<file path="src/rtl/mips_defs.sv">
// Shared MIPS multicycle definitions: opcodes, ALU/mux encodings,
// sequencer state encoding and the per-cycle control word.
package mips_defs;

   localparam logic [5:0] OP_RTYPE = 6'b000000;
   localparam logic [5:0] OP_LW    = 6'b100011;
   localparam logic [5:0] OP_SW    = 6'b101011;
   localparam logic [5:0] OP_ADDI  = 6'b001000;
   localparam logic [5:0] OP_BEQ   = 6'b000100;
   localparam logic [5:0] OP_J     = 6'b000010;

   localparam logic [1:0] ALUOP_ADD   = 2'b00;
   localparam logic [1:0] ALUOP_SUB   = 2'b01;
   localparam logic [1:0] ALUOP_FUNCT = 2'b10;

   localparam logic [1:0] SRCB_REG   = 2'b00;
   localparam logic [1:0] SRCB_FOUR  = 2'b01;
   localparam logic [1:0] SRCB_IMM   = 2'b10;
   localparam logic [1:0] SRCB_IMMSH = 2'b11;

   localparam logic [1:0] PCSRC_ALU    = 2'b00;
   localparam logic [1:0] PCSRC_ALUOUT = 2'b01;
   localparam logic [1:0] PCSRC_JUMP   = 2'b10;

   typedef enum logic [3:0] {
      S_FETCH,
      S_DECODE,
      S_RTYPE_EX,
      S_RTYPE_WB,
      S_MEM_ADR,
      S_MEM_RD,
      S_MEM_WB,
      S_MEM_WR,
      S_ADDI_EX,
      S_ADDI_WB,
      S_BEQ,
      S_JUMP,
      S_HALT
   } state_t;

   typedef struct packed {
      logic       pc_write;
      logic       branch;
      logic [1:0] pc_src;
      logic       iord;
      logic       mem_read;
      logic       mem_write;
      logic       ir_write;
      logic       reg_dst;
      logic       mem_to_reg;
      logic       reg_write;
      logic       alu_src_a;
      logic [1:0] alu_src_b;
      logic [1:0] alu_op;
      logic       illegal_op;
   } ctrl_t;

   // Last state of every instruction; leaving it for FETCH retires one.
   function automatic logic is_retire(state_t s);
      return (s == S_RTYPE_WB) || (s == S_MEM_WB) ||
             (s == S_MEM_WR) || (s == S_ADDI_WB) ||
             (s == S_BEQ) || (s == S_JUMP);
   endfunction

endpackage

</file>
<file path="src/rtl/multicycle_control_fsm_if.sv">
// Sequencer <-> datapath bundle: instruction/memory status in,
// per-cycle enables and mux selects out.
interface multicycle_control_fsm_if #(
   parameter int RETIRE_W = 32
);
   logic [5:0]          opcode;
   logic                mem_ready;
   logic                pc_write;
   logic                branch;
   logic [1:0]          pc_src;
   logic                iord;
   logic                mem_read;
   logic                mem_write;
   logic                ir_write;
   logic                reg_dst;
   logic                mem_to_reg;
   logic                reg_write;
   logic                alu_src_a;
   logic [1:0]          alu_src_b;
   logic [1:0]          alu_op;
   logic                illegal_op;
   logic [RETIRE_W-1:0] retired_count;

   modport master (
      input  opcode, mem_ready,
      output pc_write, branch, pc_src, iord, mem_read, mem_write,
      output ir_write, reg_dst, mem_to_reg, reg_write,
      output alu_src_a, alu_src_b, alu_op, illegal_op, retired_count
   );

   modport slave (
      output opcode, mem_ready,
      input  pc_write, branch, pc_src, iord, mem_read, mem_write,
      input  ir_write, reg_dst, mem_to_reg, reg_write,
      input  alu_src_a, alu_src_b, alu_op, illegal_op, retired_count
   );
endinterface

</file>
<file path="src/rtl/mcfsm_output_decode.sv">
// Moore control word from the sequencer state; only FETCH looks
// at mem_ready so the PC/IR load exactly when the fetch completes.
module mcfsm_output_decode
   import mips_defs::*;
(
   input  state_t state,
   input  logic   mem_ready,
   output ctrl_t  ctrl
);

   // State -> control word, every field defaulting to 0.
   always_comb begin
      ctrl = '0;
      unique case (state)
         S_FETCH: begin
            ctrl.mem_read  = 1'b1;
            ctrl.iord      = 1'b0;
            ctrl.alu_src_a = 1'b0;
            ctrl.alu_src_b = SRCB_FOUR;
            ctrl.alu_op    = ALUOP_ADD;
            ctrl.pc_src    = PCSRC_ALU;
            ctrl.ir_write  = mem_ready;
            ctrl.pc_write  = mem_ready;
         end
         S_DECODE: begin
            ctrl.alu_src_a = 1'b0;
            ctrl.alu_src_b = SRCB_IMMSH;
            ctrl.alu_op    = ALUOP_ADD;
         end
         S_RTYPE_EX: begin
            ctrl.alu_src_a = 1'b1;
            ctrl.alu_src_b = SRCB_REG;
            ctrl.alu_op    = ALUOP_FUNCT;
         end
         S_RTYPE_WB: begin
            ctrl.reg_dst   = 1'b1;
            ctrl.reg_write = 1'b1;
         end
         S_MEM_ADR, S_ADDI_EX: begin
            ctrl.alu_src_a = 1'b1;
            ctrl.alu_src_b = SRCB_IMM;
            ctrl.alu_op    = ALUOP_ADD;
         end
         S_MEM_RD: begin
            ctrl.iord     = 1'b1;
            ctrl.mem_read = 1'b1;
         end
         S_MEM_WB: begin
            ctrl.mem_to_reg = 1'b1;
            ctrl.reg_write  = 1'b1;
         end
         S_MEM_WR: begin
            ctrl.iord      = 1'b1;
            ctrl.mem_write = 1'b1;
         end
         S_ADDI_WB: begin
            ctrl.reg_write = 1'b1;
         end
         S_BEQ: begin
            ctrl.alu_src_a = 1'b1;
            ctrl.alu_src_b = SRCB_REG;
            ctrl.alu_op    = ALUOP_SUB;
            ctrl.branch    = 1'b1;
            ctrl.pc_src    = PCSRC_ALUOUT;
         end
         S_JUMP: begin
            ctrl.pc_write = 1'b1;
            ctrl.pc_src   = PCSRC_JUMP;
         end
         S_HALT: begin
            ctrl.illegal_op = 1'b1;
         end
         default: ;
      endcase
   end

endmodule

</file>
<file path="src/rtl/multicycle_control_fsm.sv">
// Multicycle MIPS sequencer: state register, next-state logic and
// retired-instruction counter; outputs come from mcfsm_output_decode.
module multicycle_control_fsm
   import mips_defs::*;
#(
   parameter int RETIRE_W = 32
) (
   input logic                    clk,
   input logic                    reset,
   multicycle_control_fsm_if.master bus
);

   state_t              state;
   state_t              state_n;
   ctrl_t               ctrl;
   logic [RETIRE_W-1:0] retired;
   logic                retire;

   // State register; reset aborts any instruction in flight.
   always_ff @(posedge clk) begin
      if (reset) state <= S_FETCH;
      else       state <= state_n;
   end

   // Next state; opcode is only meaningful while IR holds it.
   always_comb begin
      state_n = state;
      unique case (state)
         S_FETCH:    if (bus.mem_ready) state_n = S_DECODE;
         S_DECODE: begin
            case (bus.opcode)
               OP_RTYPE:    state_n = S_RTYPE_EX;
               OP_LW, OP_SW: state_n = S_MEM_ADR;
               OP_ADDI:     state_n = S_ADDI_EX;
               OP_BEQ:      state_n = S_BEQ;
               OP_J:        state_n = S_JUMP;
               default:     state_n = S_HALT;
            endcase
         end
         S_RTYPE_EX: state_n = S_RTYPE_WB;
         S_MEM_ADR:
            state_n = (bus.opcode == OP_LW) ? S_MEM_RD : S_MEM_WR;
         S_MEM_RD:   if (bus.mem_ready) state_n = S_MEM_WB;
         S_MEM_WR:   if (bus.mem_ready) state_n = S_FETCH;
         S_ADDI_EX:  state_n = S_ADDI_WB;
         S_RTYPE_WB, S_MEM_WB, S_ADDI_WB,
         S_BEQ, S_JUMP: state_n = S_FETCH;
         S_HALT:     state_n = S_HALT;
         default:    state_n = S_HALT;
      endcase
   end

   assign retire = is_retire(state) && (state_n == S_FETCH);

   // Retired-instruction counter, wraps modulo 2^RETIRE_W.
   always_ff @(posedge clk) begin
      if (reset)       retired <= '0;
      else if (retire) retired <= retired + RETIRE_W'(1);
   end

   mcfsm_output_decode u_dec (
      .state     (state),
      .mem_ready (bus.mem_ready),
      .ctrl      (ctrl)
   );

   assign bus.pc_write      = ctrl.pc_write;
   assign bus.branch        = ctrl.branch;
   assign bus.pc_src        = ctrl.pc_src;
   assign bus.iord          = ctrl.iord;
   assign bus.mem_read      = ctrl.mem_read;
   assign bus.mem_write     = ctrl.mem_write;
   assign bus.ir_write      = ctrl.ir_write;
   assign bus.reg_dst       = ctrl.reg_dst;
   assign bus.mem_to_reg    = ctrl.mem_to_reg;
   assign bus.reg_write     = ctrl.reg_write;
   assign bus.alu_src_a     = ctrl.alu_src_a;
   assign bus.alu_src_b     = ctrl.alu_src_b;
   assign bus.alu_op        = ctrl.alu_op;
   assign bus.illegal_op    = ctrl.illegal_op;
   assign bus.retired_count = retired;

endmodule

</file>
<file path="src/flat_wrapper.sv">
// flat-port wrapper written by rule: the top's interface ports become plain ports
module multicycle_control_fsm_flat import mips_defs::*;
#(
   parameter int RETIRE_W = 32
)
  (clk, reset, bus_opcode, bus_mem_ready, bus_pc_write, bus_branch, bus_pc_src, bus_iord, bus_mem_read, bus_mem_write, bus_ir_write, bus_reg_dst, bus_mem_to_reg, bus_reg_write, bus_alu_src_a, bus_alu_src_b, bus_alu_op, bus_illegal_op, bus_retired_count);
  multicycle_control_fsm_if #(.RETIRE_W(RETIRE_W)) bus_i ();
  input logic clk;
  input logic reset;
  input wire logic [$bits(bus_i.opcode)-1:0] bus_opcode;
  input wire logic [$bits(bus_i.mem_ready)-1:0] bus_mem_ready;
  output wire logic [$bits(bus_i.pc_write)-1:0] bus_pc_write;
  output wire logic [$bits(bus_i.branch)-1:0] bus_branch;
  output wire logic [$bits(bus_i.pc_src)-1:0] bus_pc_src;
  output wire logic [$bits(bus_i.iord)-1:0] bus_iord;
  output wire logic [$bits(bus_i.mem_read)-1:0] bus_mem_read;
  output wire logic [$bits(bus_i.mem_write)-1:0] bus_mem_write;
  output wire logic [$bits(bus_i.ir_write)-1:0] bus_ir_write;
  output wire logic [$bits(bus_i.reg_dst)-1:0] bus_reg_dst;
  output wire logic [$bits(bus_i.mem_to_reg)-1:0] bus_mem_to_reg;
  output wire logic [$bits(bus_i.reg_write)-1:0] bus_reg_write;
  output wire logic [$bits(bus_i.alu_src_a)-1:0] bus_alu_src_a;
  output wire logic [$bits(bus_i.alu_src_b)-1:0] bus_alu_src_b;
  output wire logic [$bits(bus_i.alu_op)-1:0] bus_alu_op;
  output wire logic [$bits(bus_i.illegal_op)-1:0] bus_illegal_op;
  output wire logic [$bits(bus_i.retired_count)-1:0] bus_retired_count;
  assign bus_i.opcode = bus_opcode;
  assign bus_i.mem_ready = bus_mem_ready;
  assign bus_pc_write = bus_i.pc_write;
  assign bus_branch = bus_i.branch;
  assign bus_pc_src = bus_i.pc_src;
  assign bus_iord = bus_i.iord;
  assign bus_mem_read = bus_i.mem_read;
  assign bus_mem_write = bus_i.mem_write;
  assign bus_ir_write = bus_i.ir_write;
  assign bus_reg_dst = bus_i.reg_dst;
  assign bus_mem_to_reg = bus_i.mem_to_reg;
  assign bus_reg_write = bus_i.reg_write;
  assign bus_alu_src_a = bus_i.alu_src_a;
  assign bus_alu_src_b = bus_i.alu_src_b;
  assign bus_alu_op = bus_i.alu_op;
  assign bus_illegal_op = bus_i.illegal_op;
  assign bus_retired_count = bus_i.retired_count;
  multicycle_control_fsm #(.RETIRE_W(RETIRE_W)) u_core (.clk(clk), .reset(reset), .bus(bus_i));
endmodule
</file>
<file path="config.mk">
export PLATFORM = sky130hd
export DESIGN_NAME = multicycle_control_fsm_flat
export DESIGN_NICKNAME = d
export VERILOG_FILES = /design/src/rtl/mips_defs.sv /design/src/rtl/multicycle_control_fsm_if.sv /design/src/rtl/mcfsm_output_decode.sv /design/src/rtl/multicycle_control_fsm.sv /design/src/flat_wrapper.sv
export SDC_FILE = /design/constraint.sdc
export NUM_CORES = 1
export LEC_CHECK = 0
export ABC_AREA = 1
export CAP_MARGIN = 20
export CORE_MARGIN = 5
export CORE_UTILIZATION = 40
export DETAILED_ROUTE_END_ITERATION = 10
export GPL_ROUTABILITY_DRIVEN = 0
export PLACE_DENSITY = 0.68
export SLEW_MARGIN = 10
export SYNTH_ARGS = -nofsm -noshare
export SYNTH_HDL_FRONTEND = slang
export SYNTH_SLANG_ARGS = --single-unit
</file>
<file path="constraint.sdc">
create_clock -name clk -period 1.5 [get_ports clk]
set_clock_uncertainty 0.1 [all_clocks]
set_input_delay 0.15 -clock clk [delete_from_list [all_inputs] [get_ports clk]]
set_output_delay 0.15 -clock clk [all_outputs]
set_load 0.02 [all_outputs]
</file>
# ---- After elaboration in Yosys (flattened, before gate mapping)
# Cells that the tools add are included.
dict set report op_classes {
  n_mux 18
  n_eq_ne 17
  n_reduce_logical 15
  n_addsub 1
}
# cell n
set ops {}
lappend ops {{$add 32x1->32 const B} 1}
lappend ops {{$pmux 4 s8} 1}
lappend ops {{$pmux 5 s5} 1}
lappend ops {{$eq 4x4->1 const B} 5}
lappend ops {{$pmux 4 s5} 1}
lappend ops {{$eq 4x3->1 const B} 4}
lappend ops {{$eq 6x6->1 const B} 2}
lappend ops {{$mux 4} 3}
lappend ops {{$mux 1} 9}
lappend ops {{$eq 4x2->1 const B} 2}
lappend ops {{$logic_not 4->1} 2}
lappend ops {{$reduce_or 2->1} 4}
lappend ops {{$eq 6x2->1 const B} 1}
lappend ops {{$eq 6x3->1 const B} 1}
lappend ops {{$eq 6x4->1 const B} 1}
lappend ops {{$logic_not 6->1} 1}
lappend ops {{$logic_or 1x1->1} 5}
lappend ops {{$reduce_or 5->1} 1}
lappend ops {{$eq 4x1->1 const B} 1}
lappend ops {{$pmux 2 s2} 1}
lappend ops {{$reduce_or 3->1} 1}
lappend ops {{$mux 2} 1}
lappend ops {{$pmux 1 s2} 1}
lappend ops {{$logic_and 1x1->1} 1}
dict set report word_totals {
  word_cells 53
  in_bits 9
  reg_bits 36
  output_inout_bits 49
}

# ---- Depth between registers and ports, before layout
# Gate-level depths: netlist of run 1.
dict set report logic_depth {
  depth_word 7
  depth_mapped 12
}

# ---- Hierarchy
# From an unflattened synthesis of run 1, not the netlist that was laid out.
dict set report unflattened {
  cells_unflattened 461
  area_unflattened_um2 2875.3
}
# module seq_area_each_um2 cells_per_inst instances area_each_um2
set modules_own_cells {}
lappend modules_own_cells {multicycle_control_fsm 720.7 417 1 2672.6}
lappend modules_own_cells {mcfsm_output_decode 0.0 44 1 202.7}

# ---- Worst setup path after synthesis of run 1
# OpenSTA, ideal clock, no wires.
dict set report synth_timing {
  path_kind {reg2reg}
  from {register u_core.retired[0] (netlist: u_core.bus.retired_count[0])}
  to {register u_core.retired[26] (netlist: u_core.bus.retired_count[26])}
  synth_period_minus_slack_ps 1856
  required_time_ps 1268
  path_buffers 0
  setup_ps 132
  stages_incl_launch_ff 11
  slack_ps -356
  t_arrival_ps 1624
  path_cell_list {dfxtp_1 > ha_1 > nand3_1 > inv_1 > nand2_1 > nor2_1 > nand2_1 > nand2_1 > nand2_1 > nand2_1 > a21oi_1}
}
dict set report synth_between {
  elab_chain_cells 1
}
# element line_no
set synth_lines {}
lappend synth_lines {{start, declared} multicycle_control_fsm.sv:16} ;# logic [RETIRE_W-1:0] retired;
lappend synth_lines {{start signal, assigned} multicycle_control_fsm.sv:58} ;# else if (retire) retired <= retired + RETIRE_W'(1);
lappend synth_lines {{$add 32x1->32} multicycle_control_fsm.sv:58}
# Every way passes these cells.
# A chain may end at the register's enable or synchronous reset.

# ---- Final worst setup path of run 1
dict set report layout_timing {
  from {register u_core.state[0]}
  to {register u_core.retired[21] (netlist: u_core.bus.retired_count[21])}
}
dict set report layout_between {
  elab_chain_cells 7
  elab_cells_between_ends 24
  classes_between {11 x eq/ne; 4 x mux; 9 x reduce/logical}
}
# element line_no
set layout_lines {}
lappend layout_lines {{start, declared} multicycle_control_fsm.sv:13} ;# state_t state;
lappend layout_lines {{start signal, assigned} multicycle_control_fsm.sv:22} ;# else state <= state_n;
lappend layout_lines {{parallel branches: the longest is 6 deep, another holds $pmux 4 s8} --}
lappend layout_lines {{$logic_and 1x1->1 (*)} multicycle_control_fsm.sv:53} ;# assign retire = is_retire(state) && (state_n == S_FETCH);
# Mark *: on every way between the ends.

==> flow_summary.yaml, run 1 <==
status:
  outcome: "finished with violations"
  failed_checks: "setup timing"
setup_path:
  critical-path-slowest-cell: "sky130_fd_sc_hd__dfxtp_4"
  r2r_cells: 11
  worstPathCellList: "buf_4, nand2_4, inv_4, nand2_4, nand3_4, buf_6, nor2_4, buf_12, nor2_4, nand2_1, a21oi_1"
  worst-r2r-setup-slack_ps: -320
  endpoint_kind: "flop"
  critical_path.max_fanout: 7
  worstPathRequired_ps: 1630
  critical_path.reg2reg.endpoint: "u_core.bus.retired_count[21]$_SDFFE_PP0P_"
  critical_path_class: "reg -> reg"
  worst_r2r_startpoint: "u_core.state[0]$_SDFF_PP0_"
  cp-start-kind: "flop"
  critical_path_data_arrival_time_ps: 1940
  path_buf_inv: 4
  critical_path.max_stage_delay_ps: 430
  critical_path.top_delay_family: "simple AND/OR/NAND/NOR gates"
floorplanning:
  dieWidth_um: 91.9
  initial_core_utilization: 0.418
  std_cell_rows: 29
  die_area_um2: 8450
  fp.dieH_um: 91.9
  placeable_area_um2: 6420
  io-pin-count: 58
detailed_routing:
  detail_route.drc_violations: 0
  viasPerCell: 5.49
  drtPass1Iterations: 6
  wire_per_inst_um: 17.3
  antenna_left: 0
  drt-total-wl_um: 12300
  drt_first_iter_violations: 380
  dr_total_vias: 3886
clock_tree:
  worst_setup_hold_path_clk_slew_ps: 80
  clk_root_buffer_cell: "sky130_fd_sc_hd__clkbuf_8"
  cts_inserted_buffers: 5
  clock_tree.htree_level_count: 2
  clock_sinks: 36
  ctsLongestPathBuffers: 2
  cts_tree: "done"
  clkLatencyLatePin_ps: 300
placement:
  dpl.hpwl_um: 6840
  number_of_cells_after_detailed_placement: 672
  port_buffers: 57
  pre_cts_slack_ps: -389
sta:
  grt_setup_unrepaired: "true"
  timing.final.max_slew_violations: 0
  final-setup-viol-count: 49
  max_slew_margin: 0.805
  fmax_mhz: 550
  max_slew.worst_pin.slew_ps: 292
  finalHoldViolations: 0
  final.period_utilization: 1.21
  post-route-min-period_ps: 1820
  whs_ps: 402
  fin_ws_ps: -317
cells_and_area:
  fill_cells: 483
  area.growth.synth_to_final_pct: 79.4
  design.final.nets: 640
  final-instance-count-excl-fill: 708
  diodes: 0
  most-common-layout-cells: "sky130_fd_sc_hd__nand2_1 (159), sky130_fd_sc_hd__buf_4 (77), sky130_fd_sc_hd__nor2_1 (57), sky130_fd_sc_hd__inv_1 (34), sky130_fd_sc_hd__dlygate4sd2_1 (32)"
  mostFrequentLayoutCell: "sky130_fd_sc_hd__nand2_1"
  final_layout_size_suffix_gt1_frac: 0.398
power_and_ir_drop:
  post-layout-total-power_mw: 5.95
  leakage_nw: 2.07
  power_per_cell_area_nw_per_um2: 1230
  max-vdd-ir-drop_uv: 1490
grt:
  antenna_violations_before_repair: 0
  grt_pass1_vias: 3504
  gr-max-usage-layer: "met2"
  wire_length_of_the_first_global_routing_pass_um: 16400
  grt_util_all_layers: 0.236
  grtUsageMet1: 0.290
  grt-ovfl-total: 0
  grtUsageMet2: 0.427
  grt_start_max_net_pins: 21
  gr-usage-met3: 0.0336
synthesis:
  synthesized_area_divided_by_synthesized_cell_count_um2: 5.65
  synth_nets: 485
  synthesized_netlist_cell_count: 475
  synthesis.area_um2: 2680
  yosysWarningCount: 0
  yosys_register_bits: 36
  synth-seq-area-share: 0.269
  ys_types: 27
hold_path:
  hp-class: "reg -> reg"
  hold_path_startpoint: "u_core.bus.retired_count[31]$_SDFFE_PP0P_"
  holdPathEnd: "u_core.bus.retired_count[31]$_SDFFE_PP0P_"
  timing.hold.worst_path_depth: 2
run:
  timing.max_cap.violations: 0
power by group:
group / internal (mW) / switching, mW / leakage, nW
clock: 0.327 / 0.376 / 0.0422
combinational: 1.82 / 2.23 / 1.73
sequential: 1.04 / 0.152 / 0.296
worst max path at each step:
stage	start	endpoint	slack [ps]	cells after the start
floorplan	u_core.state[1]$_SDFF_PP0_	u_core.bus.retired_count[26]$_SDFFE_PP0P_	-20	11
global placement	u_core.state[2]$_SDFF_PP0_	bus_alu_src_a	-310	7
detailed placement	bus_mem_ready	u_core.bus.retired_count[1]$_SDFFE_PP0P_	-390	9
CTS	u_core.state[2]$_SDFF_PP0_	u_core.bus.retired_count[16]$_SDFFE_PP0P_	-180	10
global route	u_core.state[2]$_SDFF_PP0_	u_core.bus.retired_count[21]$_SDFFE_PP0P_	-380	9
finish	u_core.state[0]$_SDFF_PP0_	u_core.bus.retired_count[21]$_SDFFE_PP0P_	-320	11
routing by layer:
metal | vias to the layer above | share of wire
met5 | - | 0
met4 | 0 | 0.059
met2 | 230 | 0.49
li1 | 1810 | -
met3 | 61 | 0.080
met1 | 1785 | 0.37
timing repair:
action / in CTS / in global routing
setup buffers: 10 / 15
gates resized for setup: 201 / 84
hold buffers: 0 / 0
setup endpoints to repair: 82 / 52
pin swaps: 37 / 22
endpoints found under the hold margin: 0 / 0
cloned: 4 / 4
flip-flops by register name, summed over array words and instances, names as in the netlist:
signal and flops:
u_core.bus.retired_count 32, u_core.state 4
logic make-up after synthesis:
group	share of synthesized area
buffers and inverters	0.0928
adders and majority gates	0.00466
xor gates and xnor gates	0.0294
and+or+nand+nor	0.511
AOI/OAI and AO/OA	0.0932
DFF	0.269
per-stage QoR:
step	utilization	cell area, um2	TNS, ps
3_5_place_dp	0.614	3950	-15030
2_1_floorplan	-	2780	-384
6_report	0.750	4820	-9820
4_1_cts	0.681	4380	-5140
3_3_place_gp	0.614	3950	-12790
5_1_grt	0.750	4820	-12310
cell usage after synthesis (all sizes together):
cell	number	area [um2]
nand3	43	245
xor2	5	43.8
o22ai	1	6.26
nand2	190	731
ha	1	12.5
a41oi	1	8.76
buf	9	68.8
nand4	1	6.26
dfxtp	36	721
nor2	88	384
a21oi	33	165
clkbuf	3	11.3
nor4	1	6.26
inv	45	169
o21ai	14	70.1
xnor2	4	35.0
final cells by class:
cell class / count / area, um2 / area share
clock buffers: 7 / 76.3 / 0.0158
clock inverters: 1 / 5.00 / 0.00104
inverters: 45 / 186 / 0.0387
multi-input cells: 385 / 2240 / 0.466
flip-flops and latches: 36 / 747 / 0.155
well taps: 77 / 96.3 / 0.0200
repair buffers: 157 / 1460 / 0.304
worst min-delay path: stages, from the launching register on:
cell and delay (ps):
sky130_fd_sc_hd__dfxtp_1 340, sky130_fd_sc_hd__nand2_1 70, sky130_fd_sc_hd__a21oi_1 60
Power figures use the tool's default switching activity.
==> run 2: changes to the inputs <==
- GPL_ROUTABILITY_DRIVEN: 0 -> 1
- SKIP_LAST_GASP: unset -> 1
==> run 2 against run 1 <==
  * The run still ends with setup timing left
  * Wire length shrank 21%
  * Critical endpoint is now u_core.bus.retired_count[18]$_SDFFE_PP0P_
  * Largest cell class unchanged
  * Sequential power hardly changed
  * Global-route usage shrank 1.3 points
  * Critical path type unchanged
  * Critical path depth unchanged
  * Sequential share of layout area up 1.2 points
  * Worst setup slack improved by 120 ps
  * Combinational power fell by 19%
  * Clock-buffer cell count did not move
  * Design area is 7.0% lower
  * Non-clock buffer count shrank 10
  * First-iteration DRC count decreased by 53%
  * Cell count down 1.8%
  * Highest routed layer unchanged
==> flow_summary.yaml, run 2 (same netlist as run 1, synthesis figures left out) <==
detailed_routing:
  drt_first_iter_violations: 180
  wire_per_inst_um: 13.9
  antenna_left: 0
  drtPass1Iterations: 5
  dr_total_vias: 3467
  viasPerCell: 4.99
  detail_route.drc_violations: 0
  drt-total-wl_um: 9650
setup_path:
  critical_path.max_fanout: 9
  critical_path.max_stage_delay_ps: 420
  endpoint_kind: "flop"
  worstPathCellList: "nor2_4, buf_6, inv_4, nor2_4, buf_6, nor2_4, nand3_4, nor2_8, buf_12, nand2_1, a21oi_1"
  critical_path.top_delay_family: "simple AND/OR/NAND/NOR gates"
  critical_path_data_arrival_time_ps: 1830
  critical-path-slowest-cell: "sky130_fd_sc_hd__dfxtp_4"
  crit_path_frequent_cell: "sky130_fd_sc_hd__nor2_4"
  worstPathRequired_ps: 1630
  path_buf_inv: 4
  critical_path_class: "reg -> reg"
  cp-start-kind: "flop"
clock_tree:
  cts_tree: "done"
  clk_root_buffer_cell: "sky130_fd_sc_hd__clkbuf_8"
  ctsLongestPathBuffers: 2
  clkLatencyLatePin_ps: 300
  clock_sinks: 36
  worst_setup_hold_path_clk_slew_ps: 80
  clock_tree.htree_level_count: 2
  number_of_buffers_added_to_fix_hold_violations_after_cts: 0
  cts_inserted_buffers: 5
sta:
  fin_tns_setup_ps: -6740
  finalHoldViolations: 0
  max_slew_margin: 0.799
  fin_ws_ps: -202
  timing.final.max_slew_violations: 0
  max_slew.worst_pin.slew_ps: 299
  grt_setup_unrepaired: "true"
  post-route-min-period_ps: 1700
  final.period_utilization: 1.13
  whs_ps: 410
  fmax_mhz: 588
  final-setup-viol-count: 47
placement:
  routabilityCongestion: 0.905
  number_of_cells_after_detailed_placement: 671
  dpl.hpwl_um: 6820
  port_buffers: 57
cells_and_area:
  design.final.nets: 627
  seq_area_um2: 747
  most-common-layout-cells: "sky130_fd_sc_hd__nand2_1 (164), sky130_fd_sc_hd__buf_4 (74), sky130_fd_sc_hd__nor2_1 (60), sky130_fd_sc_hd__nand3_1 (37), sky130_fd_sc_hd__inv_1 (36)"
  layout.core_utilization: 0.698
  largest_register_ff_count: 32
  fill_cells: 548
  diodes: 0
  area.growth.synth_to_final_pct: 66.9
  mostFrequentLayoutCell: "sky130_fd_sc_hd__nand2_1"
  final_layout_size_suffix_gt1_frac: 0.346
  final-instance-count-excl-fill: 695
  area_of_the_multi_input_gates_um2: 2040
floorplanning:
  fp.dieH_um: 91.9
  die_area_um2: 8450
  dieWidth_um: 91.9
  placeable_area_um2: 6420
  io-pin-count: 58
  initial_core_utilization: 0.418
  std_cell_rows: 29
power_and_ir_drop:
  clockPowerShare: 0.138
  power_per_cell_area_nw_per_um2: 1150
  power.combinational.fraction: 0.635
  p_sw_mw: 2.19
  power.share.switching: 0.424
  leakage_nw: 1.95
  cell_internal_pwr_mw: 2.97
  post-layout-total-power_mw: 5.16
  share_seq_of_total_power: 0.227
  max-vdd-ir-drop_uv: 1360
grt:
  grt-ovfl-total: 0
  grt_start_max_net_pins: 23
  wire_length_of_the_first_global_routing_pass_um: 15500
  grt_pass1_vias: 3364
  antenna_violations_before_repair: 0
  grt_util_all_layers: 0.223
hold_path:
  hp-class: "reg -> reg"
status:
  outcome: "finished with violations"
  failed_checks: "setup timing"
run:
  timing.max_cap.violations: 0
## run 2: path summary, 6_finish.rpt
path	depth (start not counted)	slack (ps)	endpoint	start
setup / recovery	11	-200	u_core.bus.retired_count[18]$_SDFFE_PP0P_	u_core.state[3]$_SDFF_PP0_
setup reg to reg	11	-200	u_core.bus.retired_count[18]$_SDFFE_PP0P_	u_core.state[3]$_SDFF_PP0_
hold / removal	2	410	u_core.bus.retired_count[31]$_SDFFE_PP0P_	u_core.bus.retired_count[31]$_SDFFE_PP0P_
hold reg to reg	2	410	u_core.bus.retired_count[31]$_SDFFE_PP0P_	u_core.bus.retired_count[31]$_SDFFE_PP0P_
## run 2: power groups by stage
stage | clock, mW | sequential [mW] | combinational [mW]
global route | 0.759 | 1.18 | 3.50
global placement | 0 | 1.15 | 2.37
floorplan | 0 | 1.14 | 1.28
CTS | 0.725 | 1.16 | 2.70
finish | 0.711 | 1.17 | 3.28
detailed placement | 0 | 1.15 | 2.39
## run 2: per-layer routing
layer / up-vias / GRT usage / routed length [um]
met5: - / 0 / 0
met4: 0 / 0.0928 / 233
met3: 20 / 0.0376 / 469
met2: 88 / 0.375 / 4760
met1: 1595 / 0.283 / 4190
li1: 1764 / - / -
## run 2: area by class of cell
cell class | instances | area share
clock inverters | 1 | 0.00112
multi-input cells | 382 | 0.454
clock buffers | 7 | 0.0170
flip-flops and latches | 36 | 0.167
well taps | 77 | 0.0215
inverters | 45 | 0.0399
repair buffers | 147 | 0.299
## run 2: what timing repair did
item                                    CTS  global route
endpoints found under the setup margin   82            53
pin swaps                                10            30
buffers inserted                          9             7
resized for setup                       148            86
cloned                                    2             1
## run 2: per-stage QoR
stage                     setup slack (ps)  area [um2]
after floorplan                      -20.4        2780
after global placement                -406        3950
after detailed placement              -418        3950
after CTS                             -204        4200
after global routing                  -281        4480
final                                 -202        4480
## run 2: worst reg2reg max path: cells and delay by family, from the launching register on
| kind | cells | cell delay, ps |
|---|---|---|
| AND/OR/NAND/NOR | 6 | 550 |
| AO/OA/AOI/OAI | 1 | 140 |
| buffers and inverters | 4 | 420 |
| flip-flops | 1 | 420 |
